--- config.mk ---
export PLATFORM = sky130hd
export DESIGN_NAME = video_sync_gen
export DESIGN_NICKNAME = d
export VERILOG_FILES = /design/src/rtl/video_sync_gen.sv
export SDC_FILE = /design/constraint.sdc
export NUM_CORES = 1
export LEC_CHECK = 0
export BUFFER_PORTS_ARGS = -buffer_cell sky130_fd_sc_hd__clkbuf_2
export CELL_PAD_IN_SITES_DETAIL_PLACEMENT = 0
export CELL_PAD_IN_SITES_GLOBAL_PLACEMENT = 1
export CORE_MARGIN = 1
export CORE_UTILIZATION = 34
export DETAILED_ROUTE_END_ITERATION = 7
export GPL_TIMING_DRIVEN = 0
export HOLD_SLACK_MARGIN = 0.05
export PLACE_DENSITY_LB_ADDON = 0.12
export SETUP_SLACK_MARGIN = 0.2
export SYNTH_ARGS = -nofsm -noshare
export SYNTH_HDL_FRONTEND = slang
export SYNTH_SLANG_ARGS = --single-unit
export TNS_END_PERCENT = 50
--- constraint.sdc ---
create_clock -name pixel_clk -period 1.15 [get_ports pixel_clk]
set_input_delay 0.0575 -clock pixel_clk [delete_from_list [all_inputs] [get_ports pixel_clk]]
set_output_delay 0.0575 -clock pixel_clk [all_outputs]
set_load 0.02 [all_outputs]
--- src/rtl/video_sync_gen.sv ---
// HDMI timing decoder: turns raw pixel/line counters into registered syncs, DE, coordinates,
// frame strobe/count and a sticky counter-error flag. Colour bars: `VIDEO_SYNC_GEN_TEST_PATTERN_EN.
module video_sync_gen #(
    parameter int   H_ACTIVE = 1280,
    parameter int   H_FP     = 110,
    parameter int   H_SYNC   = 40,
    parameter int   H_BP     = 220,
    parameter int   V_ACTIVE = 720,
    parameter int   V_FP     = 5,
    parameter int   V_SYNC   = 5,
    parameter int   V_BP     = 20,
    parameter logic HS_POL   = 1'b1,
    parameter logic VS_POL   = 1'b1
) (
    input  logic        pixel_clk,
    input  logic        rst_n,
    input  logic [11:0] h_count,
    input  logic [11:0] v_count,
    input  logic        frame_start,
    output logic        hsync,
    output logic        vsync,
    output logic        de,
    output logic [11:0] x,
    output logic [11:0] y,
    output logic        frame_strobe,
    output logic [7:0]  frame_cnt,
    output logic [23:0] rgb,
    output logic        timing_err
);

    localparam logic [11:0] H_ACT    = 12'(H_ACTIVE);
    localparam logic [11:0] V_ACT    = 12'(V_ACTIVE);
    localparam logic [11:0] H_TOTAL  = 12'(H_ACTIVE + H_FP + H_SYNC + H_BP);
    localparam logic [11:0] V_TOTAL  = 12'(V_ACTIVE + V_FP + V_SYNC + V_BP);
    localparam logic [11:0] HS_START = 12'(H_ACTIVE + H_FP);
    localparam logic [11:0] HS_END   = 12'(H_ACTIVE + H_FP + H_SYNC);
    localparam logic [11:0] VS_START = 12'(V_ACTIVE + V_FP);
    localparam logic [11:0] VS_END   = 12'(V_ACTIVE + V_FP + V_SYNC);

    logic in_range, h_act, v_act, hs_dec, vs_dec, de_dec, err_dec;

    // vsync window is lexicographic on (v,h) so its edges land on the hsync leading edge
    always_comb begin
        in_range = (h_count < H_TOTAL) && (v_count < V_TOTAL);
        h_act    = h_count < H_ACT;
        v_act    = v_count < V_ACT;
        de_dec   = in_range && h_act && v_act;
        hs_dec   = in_range && (h_count >= HS_START) && (h_count < HS_END);
        vs_dec   = in_range
                   && ((v_count > VS_START) || ((v_count == VS_START) && (h_count >= HS_START)))
                   && ((v_count < VS_END)   || ((v_count == VS_END)   && (h_count <  HS_START)));
        err_dec  = !in_range || (frame_start && ((h_count != 12'd0) || (v_count != 12'd0)));
    end

    logic        hs_s1_reg, vs_s1_reg, de_s1_reg, fs_s1_reg, err_s1_reg;
    logic [11:0] x_s1_reg, y_s1_reg;

    always_ff @(posedge pixel_clk or negedge rst_n) begin
        if (!rst_n) begin
            hs_s1_reg  <= 1'b0;
            vs_s1_reg  <= 1'b0;
            de_s1_reg  <= 1'b0;
            fs_s1_reg  <= 1'b0;
            err_s1_reg <= 1'b0;
            x_s1_reg   <= '0;
            y_s1_reg   <= '0;
        end else begin
            hs_s1_reg  <= hs_dec;
            vs_s1_reg  <= vs_dec;
            de_s1_reg  <= de_dec;
            fs_s1_reg  <= frame_start;
            err_s1_reg <= err_dec;
            x_s1_reg   <= de_dec ? h_count : 12'd0;
            y_s1_reg   <= de_dec ? v_count : 12'd0;
        end
    end

    always_ff @(posedge pixel_clk or negedge rst_n) begin
        if (!rst_n) begin
            hsync        <= ~HS_POL;
            vsync        <= ~VS_POL;
            de           <= 1'b0;
            x            <= '0;
            y            <= '0;
            frame_strobe <= 1'b0;
            frame_cnt    <= '0;
            timing_err   <= 1'b0;
        end else begin
            hsync        <= hs_s1_reg ? HS_POL : ~HS_POL;
            vsync        <= vs_s1_reg ? VS_POL : ~VS_POL;
            de           <= de_s1_reg;
            x            <= x_s1_reg;
            y            <= y_s1_reg;
            frame_strobe <= fs_s1_reg;
            frame_cnt    <= frame_cnt + 8'(fs_s1_reg);
            timing_err   <= timing_err | err_s1_reg;
        end
    end

`ifdef VIDEO_SYNC_GEN_TEST_PATTERN_EN
    localparam int          BAR_W    = H_ACTIVE / 8;
    localparam logic [11:0] BAR_LAST = 12'(BAR_W - 1);

    logic [11:0] pix_reg, pix_next, pix_cur;
    logic [3:0]  bar_reg, bar_next, bar_cur, bar_s1_reg;

    // Bar index 8 means "past the last full bar" and decodes to black.
    always_comb begin
        pix_cur  = (h_count == 12'd0) ? 12'd0 : pix_reg;
        bar_cur  = (h_count == 12'd0) ? 4'd0  : bar_reg;
        pix_next = pix_cur;
        bar_next = bar_cur;
        if (h_act) begin
            if (pix_cur == BAR_LAST) begin
                pix_next = 12'd0;
                if (bar_cur != 4'd8)
                    bar_next = bar_cur + 4'd1;
            end else begin
                pix_next = pix_cur + 12'd1;
            end
        end
    end

    always_ff @(posedge pixel_clk or negedge rst_n) begin
        if (!rst_n) begin
            pix_reg    <= '0;
            bar_reg    <= '0;
            bar_s1_reg <= 4'd8;
            rgb        <= '0;
        end else begin
            pix_reg    <= pix_next;
            bar_reg    <= bar_next;
            bar_s1_reg <= bar_cur;
            if (!de_s1_reg) begin
                rgb <= 24'h000000;
            end else begin
                case (bar_s1_reg)
                    4'd0:    rgb <= 24'hFFFFFF;
                    4'd1:    rgb <= 24'hFFFF00;
                    4'd2:    rgb <= 24'h00FFFF;
                    4'd3:    rgb <= 24'h00FF00;
                    4'd4:    rgb <= 24'hFF00FF;
                    4'd5:    rgb <= 24'hFF0000;
                    4'd6:    rgb <= 24'h0000FF;
                    default: rgb <= 24'h000000;
                endcase
            end
        end
    end
`else
    assign rgb = 24'h000000;
`endif

endmodule

**Word-level counts from Yosys, hierarchy flattened**

Cells that the tools add are included.
Widths: inputs -> output; s select.

- Register bits after elaboration: 66
- Bits in latches: 0
- Bits in writable memories: 0
- ROM bits: 0
- Bits of input ports: 27
- Memories kept: 0

- Add/sub/neg operators: 1
- $mul: 0
- Div/mod/pow operators: 0
- Order comparisons: 9
- Eq/ne operators: 2
- Shift-type cells: 0
- Mux-type cells: 4
- Bitwise logic cells: 1
- Reduce and logical (&&, ||, !) cells: 17

Operators with widths:

| kind | count |
|---|---|
| $lt 12x11->1 const B | 4 |
| $lt 12x10->1 const B | 3 |
| $eq 12x10->1 const B | 2 |
| $mux 12 | 2 |
| $reduce_bool 12->1 | 2 |
| $ge 12x11->1 const B | 1 |
| $gt 12x10->1 const B | 1 |
| $logic_and 1x1->1 | 10 |
| $add 8x1->8 | 1 |
| $logic_or 1x1->1 | 4 |
| $mux 1 | 2 |
| $logic_not 1->1 | 1 |
| $or 1x1->1 | 1 |

**Longest topological paths before layout**

- Depth after elaboration: 5
- Mapped depth: 6

**Worst setup path after synthesis**

OpenSTA, ideal clock, no wires.

- Path type: input to register
- Start: in h_count[2]
- End: reg hs_s1_reg
- Library setup time: 0.107 ns
- Arrival: 1.404 ns
- Data required time: 1.043 ns
- Slack: -0.361 ns
- Stages on the path: 5
- Buffers on the path: 0
- Cells stage by stage: or3_1 > nand4_1 > a21oi_1 > or4_4 > a2111oi_4

- Word-level cells in the longest chain between the ends: 4
- Elaborated cells between the ends (all ways): 6
- Those cells by class: 3 x order compare; 3 x reduce/logical

Ends and longest elaborated chain:

| what | line | source |
|---|---|---|
| start, declared | 17 | `input logic [11:0] h_count,` |
| $lt 12x11->1 | 44 | `in_range = (h_count < H_TOTAL) && (v_count < V_TOTAL);` |
| $logic_and 1x1->1 | 44 |  |
| $logic_and 1x1->1 | 48 | `hs_dec = in_range && (h_count >= HS_START) && (h_count < HS_END);` |
| $logic_and 1x1->1 (*) | 48 |  |
| net hs_dec | 40 | `logic in_range, h_act, v_act, hs_dec, vs_dec, de_dec, err_dec;` |
| end signal, assigned | 68 | `hs_s1_reg <= hs_dec;` |
| end, declared | 55 | `logic hs_s1_reg, vs_s1_reg, de_s1_reg, fs_s1_reg, err_s1_reg;` |

Mark *: on every way through the listed nets, which the timed path passes. The rest lies on a longest branch.

**Worst setup path in the final report**

- Start: in h_count[1]
- End: reg vs_s1_reg

- Word-level cells in the longest chain between the ends: 5
- Elaborated cells between the ends (all ways): 10
- Those cells by class: 3 x order compare; 7 x reduce/logical

Ends and longest elaborated chain:

| what | line | source |
|---|---|---|
| $ge 12x11->1 | 50 | `&& ((v_count > VS_START) \|\| ((v_count == VS_START) && (h_count >= HS_START)))` |
| $logic_and 1x1->1 | 50 |  |
| $logic_or 1x1->1 | 50 |  |
| $logic_and 1x1->1 | 50 |  |
| $logic_and 1x1->1 (*) | 51 | `&& ((v_count < VS_END) \|\| ((v_count == VS_END) && (h_count < HS_START)));` |
| net vs_dec | 40 |  |
| end signal, assigned | 69 | `vs_s1_reg <= vs_dec;` |
| end, declared | 55 |  |

Marks and branches as above.

==> insert_results.sql <==
INSERT INTO impl_metrics (metric_group, metric, value, unit) VALUES
('timing', 'finalHoldViolations', '67', ''),
('place', 'place_worst_setup_slack', '-796', 'ps'),
('global_routing', 'groute.usage.overall', '14.1', '%'),
('global_routing', 'pin_count_of_the_biggest_net_entering_global_routing', '67', ''),
('place', 'place.gp.congestion', '0.765', ''),
('setup_path', 'startpoint_type', 'primary input', ''),
('cells_and_area', 'final-seq-area', '1650', 'sq um'),
('outcome', 'violations_in_the_final_reports', 'hold timing, setup timing', ''),
('pwr', 'netSwitchingFraction', '27.7', '%'),
('cells_and_area', 'postLayoutCoreUtil', '54.2', '%'),
('drt', 'firstDrtPassIters', '4', ''),
('drt', 'routed_wl', '4900', 'microns'),
('pwr', 'design_power_total', '5.57', 'mW'),
('timing', 'final.setup.worst_slack', '-176', 'ps'),
('run', 'number_of_max_cap_violations', '0', ''),
('pwr', 'power_frac_seq', '47.7', '%'),
('clock_tree', 'cts-buffers-inserted', '9', ''),
('timing', 'worst-slew-pin-transition', '846', 'ps'),
('clock_tree', 'cts_sinks', '66', ''),
('cells_and_area', 'final_area', '3700', 'sq um'),
('drt', 'antenna_violating_nets_post_route', '0', ''),
('pwr', 'peakVddDrop', '495', 'uV'),
('floorplanning', 'die_w', '86.5', 'microns'),
('floorplanning', 'floorplan.die.height', '86.5', 'microns'),
('outcome', 'outcome', 'finished with violations', ''),
('drt', 'remaining_drc_errors', '0', ''),
('synthesis', 'synth_top_area_share', '68.0', '%'),
('place', 'buffer_ports.inserted', '63', ''),
('drt', 'post_drt_wl_per_cell', '12.0', 'microns'),
('timing', 'slew-limit-headroom', '43.6', '%'),
('setup_path', 'critical_path_data_required_time', '1360', 'ps'),
('cells_and_area', 'areaGrowthSynthToFinish', '52.6', '%'),
('cells_and_area', 'insertedDiodeCount', '0', ''),
('floorplanning', 'fp.coreArea', '6830', 'sq um'),
('drt', 'routed_via_count', '1709', ''),
('timing', 'finalHoldWorstSlack', '-148', 'ps'),
('synthesis', 'mean_area_per_synthesized_cell', '13.6', 'sq um'),
('setup_path', 'critical_path_class', 'in -> reg', ''),
('setup_path', 'crit_arrival', '1540', 'ps'),
('place', 'cell_count_after_placement', '363', ''),
('synthesis', 'synth-warning-count', '0', ''),
('pwr', 'clock_power_share', '32.5', '%'),
('timing', 'timing.final.crit_share', '115', '%'),
('synthesis', 'yosys.area.top_type', 'sky130_fd_sc_hd__dfrtp_1', ''),
('timing', 'totalNegativeSetupSlack', '-1880', 'ps'),
('cells_and_area', 'layout.filler_cells', '593', ''),
('setup_path', 'crit_fanout', '4', ''),
('setup_path', 'end_kind', 'register', ''),
('floorplanning', 'fp.dieArea', '7480', 'sq um'),
('cells_and_area', 'drive_above_1_share', '49.0', '%'),
('global_routing', 'antenna_found_initial', '0', ''),
('drt', 'drt_first_iter_violations', '34', ''),
('clock_tree', 'cts.hold.buffers_added', '19', ''),
('pwr', 'cellInternalPower', '4.03', 'mW'),
('synthesis', 'seq_total_area_yosys', '68.0', '%'),
('clock_tree', 'clock-root-buffer', 'sky130_fd_sc_hd__clkbuf_8', ''),
('place', 'dp_hpwl', '3200', 'microns'),
('clock_tree', 'worst_setup_hold_path_clk_slew', '60', 'ps'),
('pwr', 'power.density_cell_area', '1500', 'nW/um^2'),
('pwr', 'power.net_switching', '1.54', 'mW'),
('timing', 'setup_viol', '26', ''),
('synthesis', 'synth.cell_area', '2430', 'sq um'),
('timing', 'grt_setup_unrepaired', 'true', ''),
('cells_and_area', 'finalNetCount', '336', ''),
('timing', 'timing.fmax', '754', 'MHz'),
('clock_tree', 'cts-root-to-sink-buffers', '2', ''),
('timing', 'finClkSkew', '6.09', 'ps'),
('synthesis', 'synth_top_cells_by_area', 'sky130_fd_sc_hd__dfrtp_1 68%, sky130_fd_sc_hd__buf_4 7.4%, sky130_fd_sc_hd__and2_1 4.9%', ''),
('global_routing', 'grt_pass1_wl', '7710', 'microns'),
('synthesis', 'synthCells', '178', ''),
('cells_and_area', 'multiInputGateArea', '857', 'sq um');
-- cells by family after synthesis --
group	after synthesis	share of synthesized area [%]
buffers and inverters	27	7.94
adder cells (fa/ha/maj)	2	1.03
AND/OR/NAND/NOR	55	13.1
AO/OA/AOI/OAI	21	7.53
XOR/XNOR	6	2.16
flip-flops	66	68.0
other	1	0.154
-- worst max-delay path, stage by stage --
cell and delay, ps:
sky130_fd_sc_hd__buf_6 100, sky130_fd_sc_hd__or3_4 380, sky130_fd_sc_hd__nand4_1 100, sky130_fd_sc_hd__a21oi_2 90
sky130_fd_sc_hd__or4_4 580, sky130_fd_sc_hd__a2111oi_4 240
-- layout make-up --
cell class / instances / share of cell area, %
multi-input combinational: 111 / 23.1
buffer: 26 / 5.37
clock buffer: 11 / 3.55
inverter: 1 / 0.101
tap: 96 / 3.24
sequential: 66 / 44.6
timing repair buffer: 92 / 18.5
clock inverter: 5 / 1.49
-- synth_stat cells --
cell type                   count
sky130_fd_sc_hd__a41oi_1        1
sky130_fd_sc_hd__a31oi_1        3
sky130_fd_sc_hd__a21o_2         1
sky130_fd_sc_hd__buf_2          1
sky130_fd_sc_hd__or3_1          1
sky130_fd_sc_hd__nand2_1        4
sky130_fd_sc_hd__a31o_2         1
sky130_fd_sc_hd__and3_1         2
sky130_fd_sc_hd__dfrtp_1       66
sky130_fd_sc_hd__a2111oi_2      2
sky130_fd_sc_hd__nand4_1        5
sky130_fd_sc_hd__o21a_1         1
sky130_fd_sc_hd__ha_1           2
sky130_fd_sc_hd__xnor2_1        4
sky130_fd_sc_hd__a21oi_1        3
sky130_fd_sc_hd__a2111oi_4      1
sky130_fd_sc_hd__nor4_1         2
sky130_fd_sc_hd__o21ai_0        3
sky130_fd_sc_hd__nand2b_1       1
sky130_fd_sc_hd__clkbuf_1       1
sky130_fd_sc_hd__and4_1         1
sky130_fd_sc_hd__a211o_1        2
sky130_fd_sc_hd__nor3_1         4
sky130_fd_sc_hd__a21o_1         1
sky130_fd_sc_hd__and2_1        19
sky130_fd_sc_hd__nand3_1        2
sky130_fd_sc_hd__o31ai_1        1
sky130_fd_sc_hd__nor4b_1        1
sky130_fd_sc_hd__xor2_1         2
sky130_fd_sc_hd__or2_2          2
sky130_fd_sc_hd__nor2_1         8
sky130_fd_sc_hd__o21ba_2        1
sky130_fd_sc_hd__or4_4          1
sky130_fd_sc_hd__inv_1          1
sky130_fd_sc_hd__and2_2         1
sky130_fd_sc_hd__or4_1          1
sky130_fd_sc_hd__conb_1         1
sky130_fd_sc_hd__buf_4         24
-- routing by layer --
| layer | GRT usage, % | wire length, microns | up-vias |
|---|---|---|---|
| met3 | 4.00 | 285 | 14 |
| met2 | 21.4 | 2310 | 70 |
| met4 | 9.85 | 165 | 0 |
| met1 | 17.3 | 2140 | 808 |
| met5 | 0 | 0 | - |
| li1 | - | - | 817 |
-- power groups by stage --
stage               registers (mW)  clock network (mW)  logic, mW
finish                        2.66                1.81       1.10
floorplan                     2.81                   0      0.315
detailed placement            2.66                   0      0.796
global placement              2.66                   0      0.786
global route                  2.68                1.99       1.19
CTS                           2.64                1.88      0.979
-- timing repair --
item / in CTS / in global routing
cloned: 1 / 1
endpoints found under the hold margin: 87 / 67
pin swaps: 8 / 20
resized for setup: 26 / 60
setup buffers: 2 / 6
setup endpoints to repair: 38 / 43
-- final timing paths --
| check | to | depth (start not counted) | from | slack, ps |
|---|---|---|---|---|
| worst max-delay path | vs_s1_reg | 6 | h_count[1] | -180 |
| worst min-delay path | y_s1_reg[11] | 1 | rst_n | -150 |
| worst max register to register | frame_cnt[6] | 5 | frame_cnt[0] | -50 |
| worst min register to register | x[5] | 0 | x_s1_reg[5] | 340 |
| max in group asynchronous | frame_cnt[1] | 1 | rst_n | 710 |
| min in group pixel_clk | x_s1_reg[1] | 2 | h_count[1] | -60 |
-- cells in the final DEF, fill, tap and decap left out, types with 3 or more instances in the layout --
cell type                        n
sky130_fd_sc_hd__a2111oi_4       3
sky130_fd_sc_hd__a31oi_1         3
sky130_fd_sc_hd__buf_6          11
sky130_fd_sc_hd__clkbuf_2       45
sky130_fd_sc_hd__and2_4         16
sky130_fd_sc_hd__dlygate4sd3_1  19
sky130_fd_sc_hd__nand2_1         4
sky130_fd_sc_hd__clkbuf_4        4
sky130_fd_sc_hd__nor2_1          8
sky130_fd_sc_hd__clkbuf_8       12
sky130_fd_sc_hd__nand4_1         5
sky130_fd_sc_hd__buf_4          33
sky130_fd_sc_hd__conb_1         27
sky130_fd_sc_hd__and2_1          4
sky130_fd_sc_hd__xnor2_1         4
sky130_fd_sc_hd__dfrtp_1        65
Note: power is estimated with default switching activity, not from simulation.
